## src/rtl/seven_segment_scan_driver.sv

```systemverilog
// Time-multiplexed 7-segment scan driver: double-buffered hex value, programmable
// dwell and dead time, optional leading-zero blanking, registered pin outputs.
module seven_segment_scan_driver #(
  parameter int unsigned NUM_DIGITS          = 4,
  parameter int unsigned CLKS_PER_DIGIT      = 25000,
  parameter int unsigned DEAD_CLKS           = 2,
  parameter bit          SEG_ACTIVE_LOW      = 1'b1,
  parameter bit          DIG_ACTIVE_LOW      = 1'b1,
  parameter bit          BLANK_LEADING_ZEROS = 1'b0
) (
  input  logic                    i_Clk,
  input  logic                    i_Rst,
  input  logic                    i_Load,
  input  logic [4*NUM_DIGITS-1:0] i_Value,
  input  logic [NUM_DIGITS-1:0]   i_Dp,
  input  logic                    i_Enable,
  output logic [6:0]              o_Segment,
  output logic                    o_Dp,
  output logic [NUM_DIGITS-1:0]   o_Digit_En,
  output logic                    o_Frame_Start
);

  localparam int unsigned CntW = (CLKS_PER_DIGIT > 1) ? $clog2(CLKS_PER_DIGIT) : 1;
  localparam int unsigned DigW = (NUM_DIGITS > 1) ? $clog2(NUM_DIGITS) : 1;

  localparam logic [CntW-1:0]       CntLast = CntW'(CLKS_PER_DIGIT - 1);
  localparam logic [CntW-1:0]       CntDead = CntW'(DEAD_CLKS);
  localparam logic [DigW-1:0]       DigLast = DigW'(NUM_DIGITS - 1);
  localparam logic [6:0]            SegOff  = {7{SEG_ACTIVE_LOW}};
  localparam logic [NUM_DIGITS-1:0] DigOff  = {NUM_DIGITS{DIG_ACTIVE_LOW}};

  function automatic logic [6:0] hex_to_seg(input logic [3:0] nib);
    logic [6:0] seg;
    case (nib)
      4'h0:    seg = 7'h7E;
      4'h1:    seg = 7'h30;
      4'h2:    seg = 7'h6D;
      4'h3:    seg = 7'h79;
      4'h4:    seg = 7'h33;
      4'h5:    seg = 7'h5B;
      4'h6:    seg = 7'h5F;
      4'h7:    seg = 7'h70;
      4'h8:    seg = 7'h7F;
      4'h9:    seg = 7'h7B;
      4'hA:    seg = 7'h77;
      4'hB:    seg = 7'h1F;
      4'hC:    seg = 7'h4E;
      4'hD:    seg = 7'h3D;
      4'hE:    seg = 7'h4F;
      default: seg = 7'h47;
    endcase
    return seg;
  endfunction

  logic [CntW-1:0]         cnt_q, cnt_d;
  logic [DigW-1:0]         dig_q, dig_d;
  logic [4*NUM_DIGITS-1:0] shadow_value_q, active_value_q;
  logic [NUM_DIGITS-1:0]   shadow_dp_q, active_dp_q;
  logic                    pending_q, pending_d;
  logic [6:0]              seg_q, seg_d;
  logic                    dp_q, dp_d;
  logic [NUM_DIGITS-1:0]   dig_en_q, dig_en_d;
  logic                    frame_q, frame_d;

  logic                    frame_wrap;
  logic [3:0]              cur_nibble;
  logic                    cur_dp;
  logic [NUM_DIGITS-1:0]   lead_zero;
  logic                    seen_nonzero;
  logic                    blank;
  logic [6:0]              seg_raw;
  logic [NUM_DIGITS-1:0]   dig_onehot;

  // Slot/digit scan counters
  always_comb begin
    frame_wrap = (cnt_q == CntLast) && (dig_q == DigLast);
    cnt_d      = cnt_q + CntW'(1);
    dig_d      = dig_q;
    if (cnt_q == CntLast) begin
      cnt_d = '0;
      dig_d = (dig_q == DigLast) ? '0 : dig_q + DigW'(1);
    end
  end

  // lead_zero[d] set when nibbles d..NUM_DIGITS-1 of the active value are all zero
  always_comb begin
    lead_zero    = '0;
    seen_nonzero = 1'b0;
    for (int d = NUM_DIGITS - 1; d >= 0; d--) begin
      seen_nonzero = seen_nonzero | (active_value_q[4*d +: 4] != 4'h0);
      lead_zero[d] = ~seen_nonzero;
    end
  end

  always_comb begin
    cur_nibble = active_value_q[4*dig_q +: 4];
    cur_dp     = active_dp_q[dig_q];
    blank      = BLANK_LEADING_ZEROS && (dig_q != '0) && lead_zero[dig_q];
    seg_raw    = blank ? 7'h00 : hex_to_seg(cur_nibble);

    seg_d = i_Enable ? (seg_raw ^ SegOff) : SegOff;
    dp_d  = i_Enable ? (cur_dp ^ SEG_ACTIVE_LOW) : SEG_ACTIVE_LOW;

    dig_onehot = '0;
    if (i_Enable && (cnt_q >= CntDead)) begin
      dig_onehot[dig_q] = 1'b1;
    end
    dig_en_d = dig_onehot ^ DigOff;
    frame_d  = (cnt_q == '0) && (dig_q == '0);

    // A load coinciding with the frame wrap stays pending for the next boundary
    pending_d = pending_q;
    if (frame_wrap) pending_d = 1'b0;
    if (i_Load)     pending_d = 1'b1;
  end

  always_ff @(posedge i_Clk) begin
    if (i_Rst) begin
      cnt_q          <= '0;
      dig_q          <= '0;
      shadow_value_q <= '0;
      shadow_dp_q    <= '0;
      active_value_q <= '0;
      active_dp_q    <= '0;
      pending_q      <= 1'b0;
      seg_q          <= SegOff;
      dp_q           <= SEG_ACTIVE_LOW;
      dig_en_q       <= DigOff;
      frame_q        <= 1'b0;
    end else begin
      cnt_q     <= cnt_d;
      dig_q     <= dig_d;
      pending_q <= pending_d;
      if (i_Load) begin
        shadow_value_q <= i_Value;
        shadow_dp_q    <= i_Dp;
      end
      if (frame_wrap && pending_q) begin
        active_value_q <= shadow_value_q;
        active_dp_q    <= shadow_dp_q;
      end
      seg_q    <= seg_d;
      dp_q     <= dp_d;
      dig_en_q <= dig_en_d;
      frame_q  <= frame_d;
    end
  end

  assign o_Segment     = seg_q;
  assign o_Dp          = dp_q;
  assign o_Digit_En    = dig_en_q;
  assign o_Frame_Start = frame_q;

endmodule

```

## config.mk

```make
export PLATFORM = sky130hd
export DESIGN_NAME = seven_segment_scan_driver
export DESIGN_NICKNAME = d
export VERILOG_FILES = /design/src/rtl/seven_segment_scan_driver.sv
export SDC_FILE = /design/constraint.sdc
export NUM_CORES = 1
export LEC_CHECK = 0
export CAP_MARGIN = 20
export CORE_UTILIZATION = 59
export CTS_CLUSTER_SIZE = 28
export DETAILED_ROUTE_END_ITERATION = 10
export GPL_TIMING_DRIVEN = 0
export PLACE_DENSITY = 0.86
export SYNTH_ARGS = -nofsm -noshare
export SYNTH_HDL_FRONTEND = slang
export SYNTH_SLANG_ARGS = --single-unit
export TNS_END_PERCENT = 100
```

## constraint.sdc

```tcl
create_clock -name i_Clk -period 3.9 [get_ports i_Clk]
set_input_delay 0.585 -clock i_Clk [delete_from_list [all_inputs] [get_ports i_Clk]]
set_output_delay 0.585 -clock i_Clk [all_outputs]
set_load 0.02 [all_outputs]
```

Yosys cells after proc, flatten, opt, wreduce, memory -nomap -nowiden:

Memories as Yosys holds them, arrays and structs flattened.
Index checks and enable logic that the tools add are counted.

* memory bits (read-only): 112
* register bits: 71
* output and inout bits: 13
* word-level logic and storage cells: 42
* memories kept: 1

* bitwise gates (word level): 4
* $add $sub $neg: 2
* order comparisons: 3
* shift operators: 1
* equality and inequality tests: 2
* reductions and logical operators: 10
* muxes and demuxes: 8

Memory list
* (name not given): depth 16, bits a word 7, read ports 1, clocked after memory_dff 0, wr ports 0, line 34 `case (nib)`

Operators with widths (count)
* $shiftx 16x5->4: 1
* $add 15x1->15 const B: 1
* $eq 15x15->1 const B: 1
* $ge 15x2->1 const B: 1
* $logic_not 15->1: 1
* $not 7->7: 1
* $logic_and 1x1->1: 5
* $mux 1: 4
* $mux 4: 1
* $not 4->4: 1
* $reduce_or 2->1: 2
* $lt 2x3->1 const B: 1
* $add 2x1->2 const B: 1
* $bmux 1 s2: 1
* $demux 1 s2: 1
* $eq 2x2->1 const B: 1
* $ge 2x1->1 const B: 1
* $logic_not 2->1: 1
* $mux 2: 1
* $not 1->1: 2
* $reduce_bool 2->1: 1

Logic depth before layout (Yosys ltp):

* word-level depth: 6
* gate-level depth with buffers: 7
* mapped depth without buffers: 6

Least setup slack after synthesis:

OpenSTA, ideal clock, no wires.

* kind: register -> register
* start: register dig_q[0]
* end: register seg_q[3], in the netlist o_Segment[3]
* buffers on the path: 1
* period minus slack after synthesis: 2.032 ns
* data arrival time: 1.896 ns
* setup time: 0.136 ns
* setup slack: 1.868 ns
* cell stages (with the launch flop): 7
* cells stage by stage: dfxtp_1 -> buf_6 -> mux4_1 -> ha_1 -> nor2b_1 -> a2111oi_0 -> a31oi_1

* longest elaborated chain between the ends: 3

Ends and longest elaborated chain
* start, declared: line 56 `logic [DigW-1:0] dig_q, dig_d;`
* start signal, assigned: line 132 `dig_q <= dig_d;`
* $shiftx 16x5->4: line 96 `cur_nibble = active_value_q[4*dig_q +: 4];`
* $mem_v2 16x7
* $not 7->7 (no source line)
* end signal, assigned: line 126 `seg_q <= SegOff;`
* end signal, assigned: line 142 `seg_q <= seg_d;`
* end, declared: line 60 `logic [6:0] seg_q, seg_d;`

No other way between the ends.
A chain may end at the register's enable or synchronous reset.

Worst setup path after layout:

Same ends and word-level chain as after synthesis.

==> results.md <==
* Fin util at 76.7%
* Clock transition at path regs at 0.07 ns
* Gr usage total at 26.5%
* Int Pwr at 1.22 mW
* Placer Congestion at 0.834
* Max-slew violation count at 0
* Final Net Count at 409
* CTS tree: built
* CTS sink cnt at 71
* Setup violations, final at 0
* DP Area at 0.00348 mm²
* # Post-CTS Setup Buffers at 0
* FFs w/ async S/R, synth at 0%
* Wire length of the first global-routing pass at 10600 µm
* Cell Chain, Critical Path: buf_6 -> mux4_1 -> ha_1 -> nor2b_1 -> a2111oi_0 -> a31oi_1
* Power per standard cell area at 417 mW/mm²
* Initial Utilization at 62.9%
* Port Buffers at 35
* WS Path Type: reg2reg
* Tmin final at 2.33 ns
* Post-Syn Instances at 326
* Die area at 0.00546 mm²
* Routed len/inst at 14.5 µm
* Post-cts sizing count at 0
* Slowest-stage cell, CP: mux4_1
* Largest area contributor in the netlist: dfxtp_1
* Layout cell share with drive strength beyond 1 at 9.28%
* Diode count at 0
* CTS Buffer Depth at 2
* Number of routed nets with antenna violations at 0
* RSZ-0062 raised after global routing: no
* FMAX at 429 MHz
* Seq pwr share at 48.8%
* DRT Pass-1 Iters at 7
* Tightest Pin Transition at 0.556 ns
* Final Power at 1.55 mW
* Clock power frac at 45.1%
* Pre-CTS WS at 1.65 ns
* Post-detail-place hpwl at 4320 µm
* WL final at 6450 µm
* Hold Crit Class: reg2reg
* # IOs at 37
* Maxcap violations at 0
* WHS at 0.473 ns
* Std-Cell Rows at 25
* Fillers at 326
* Yosys cell types at 42
* Req. time, crit path at 4.11 ns
* Post-synthesis net count at 363
* Status: completed
* Initial DRC count at 218
* Vias in the first global route at 2385
* Initial antenna violation count at 0
* Worst-Skew Late Latency at 0.35 ns
* Area grow syn2layout at 22.0%
* Via-per-instance ratio at 5.70
* Startpoint types: register
* Core area at 0.00485 mm²
* Prevailing post-synth register cell: dfxtp_1
* # placed instances at 428
* Via count at 2532
* Clock Skews at 0.00642 ns
* Combinational group share of total power at 6.1%
* LEAKAGE at 1.45 nW
* Worst Path Arrival at 2.54 ns
* Rel. slew slack at 62.8%
* Psw at 0.332 mW
* YS warnings at 0
* Post-synth top area share at 46.6%
* Register bit count reported by yosys at 71
* Part of the cycle the worst path needs at 59.7%
* Worst-path maximum fanout at 7
* Slowest stage delay, CP at 0.69 ns
* CTS root buffer: clkbuf_8
* Synth Area per Inst at 9.35 µm²
* Most common cell in the synthesized netlist: dfxtp_1
* Worst path bufs/invs at 1
* # hold bufs at CTS at 0
* CP Capture Type: register
* Die height at 73.9 µm
* Delay-heaviest family, CP: multiplexers
* Final hold vios at 0
* Sw frac at 21.4%
* Post-Synthesis Cell Area at 0.00305 mm²
* TNS Setup at 0 ns
* Final setup margin at 1.57 ns
* Final Instance Area at 0.00372 mm²
* Die X at 73.9 µm
* Cell Count, Final, Fillers Out at 444
* Cts bufs inserted at 9
* H-tree depth at 3
* Post-synth EDFFs at 0
* Maximum vdd ir drop at 0.314 mV
* # DRC at 0
* Ranking of synthesized cells by area: dfxtp_1 (47%), mux2i_1 (6.9%), ha_1 (5.3%)
* Seq/Total Area, Yosys at 46.6%
* Most frequent cells after synthesis: dfxtp_1 (71), nor2_1 (39), a21oi_1 (29), nand3_1 (29)
* Total grt overflow at 0
* Largest net degree at the start of global routing at 13
-- final cells by class --
cell class | count | area (µm²) | share of cell area [%]
Timing Repair Buffer | 35 | 350 | 9.42
Multi-Input combinational cell | 224 | 1480 | 39.9
Buffer | 22 | 110 | 2.96
Tap cell | 67 | 83.8 | 2.25
Clock buffer | 10 | 128 | 3.43
Inverter | 9 | 33.8 | 0.908
Clock inverter | 6 | 109 | 2.93
Sequential cell | 71 | 1420 | 38.2
-- tightest hold or removal path: stages (launching register included) --
cell	delay, ns
dfxtp_1	0.32
nand3_1	0.06
a21oi_1	0.05
-- state kept, by name (all words and copies together), names as in the netlist --
| name | cells |
|---|---|
| o_Frame_Start | 1 |
| active_value_q | 16 |
| shadow_dp_q | 4 |
| o_Dp | 1 |
| o_Segment | 7 |
| cnt_q | 15 |
| o_Digit_En | 4 |
| shadow_value_q | 16 |
| active_dp_q | 4 |
| dig_q | 2 |
| pending_q | 1 |
-- cell usage in the layout (no fill, tap or decap), types with 9 or more instances in the layout --
| master | count |
|---|---|
| clkdlybuf4s50_1 | 35 |
| ha_1 | 13 |
| o21ai_0 | 21 |
| clkbuf_1 | 13 |
| nor2_1 | 39 |
| inv_1 | 9 |
| nand2_1 | 13 |
| a21oi_1 | 29 |
| nand3_1 | 29 |
| clkbuf_8 | 10 |
| mux2i_1 | 21 |
| dfxtp_1 | 71 |
-- logic make-up (layout without fill, tap and decap cells) --
logic type               after synthesis  after routing  synth area share, %
AO/OA/AOI/OAI                         64             64                 11.1
XOR/XNOR                              11             11                 3.16
adder cells (fa/ha/maj)               13             13                 5.33
buffers and inverters                 31             82                 4.72
flip-flops                            71             71                 46.6
multiplexers                          26             26                 10.8
AND/OR/NAND/NOR                      110            110                 18.2
-- path summary, 6_finish.rpt --
| path | from | to | slack (ns) | depth (start not counted) |
|---|---|---|---|---|
| worst min-delay path | shadow_dp_q[1] | active_dp_q[1] | 0.47 | 2 |
| worst max-delay path | dig_q[0] | o_Segment[3] | 1.57 | 6 |
| worst max register to register | dig_q[0] | o_Segment[3] | 1.57 | 6 |
| worst min register to register | shadow_dp_q[1] | active_dp_q[1] | 0.47 | 2 |
-- power by group through the flow --
stage          Sequential [mW]  Clock, mW  Combinational, mW
2_1_floorplan            0.778          0             0.0452
3_3_place_gp             0.773          0             0.0910
3_5_place_dp             0.774          0             0.0933
4_1_cts                  0.757      0.707             0.0946
5_1_grt                  0.759      0.734              0.103
6_report                 0.758      0.700             0.0945
-- per-layer routing --
metal  routed length [µm]  global-route usage (%)
met4                  140                    11.5
met2                 3150                    42.7
met5                    0                       0
met3                  374                    9.33
met1                 2780                    31.9
No activity file was read; power rests on OpenSTA's default activity.
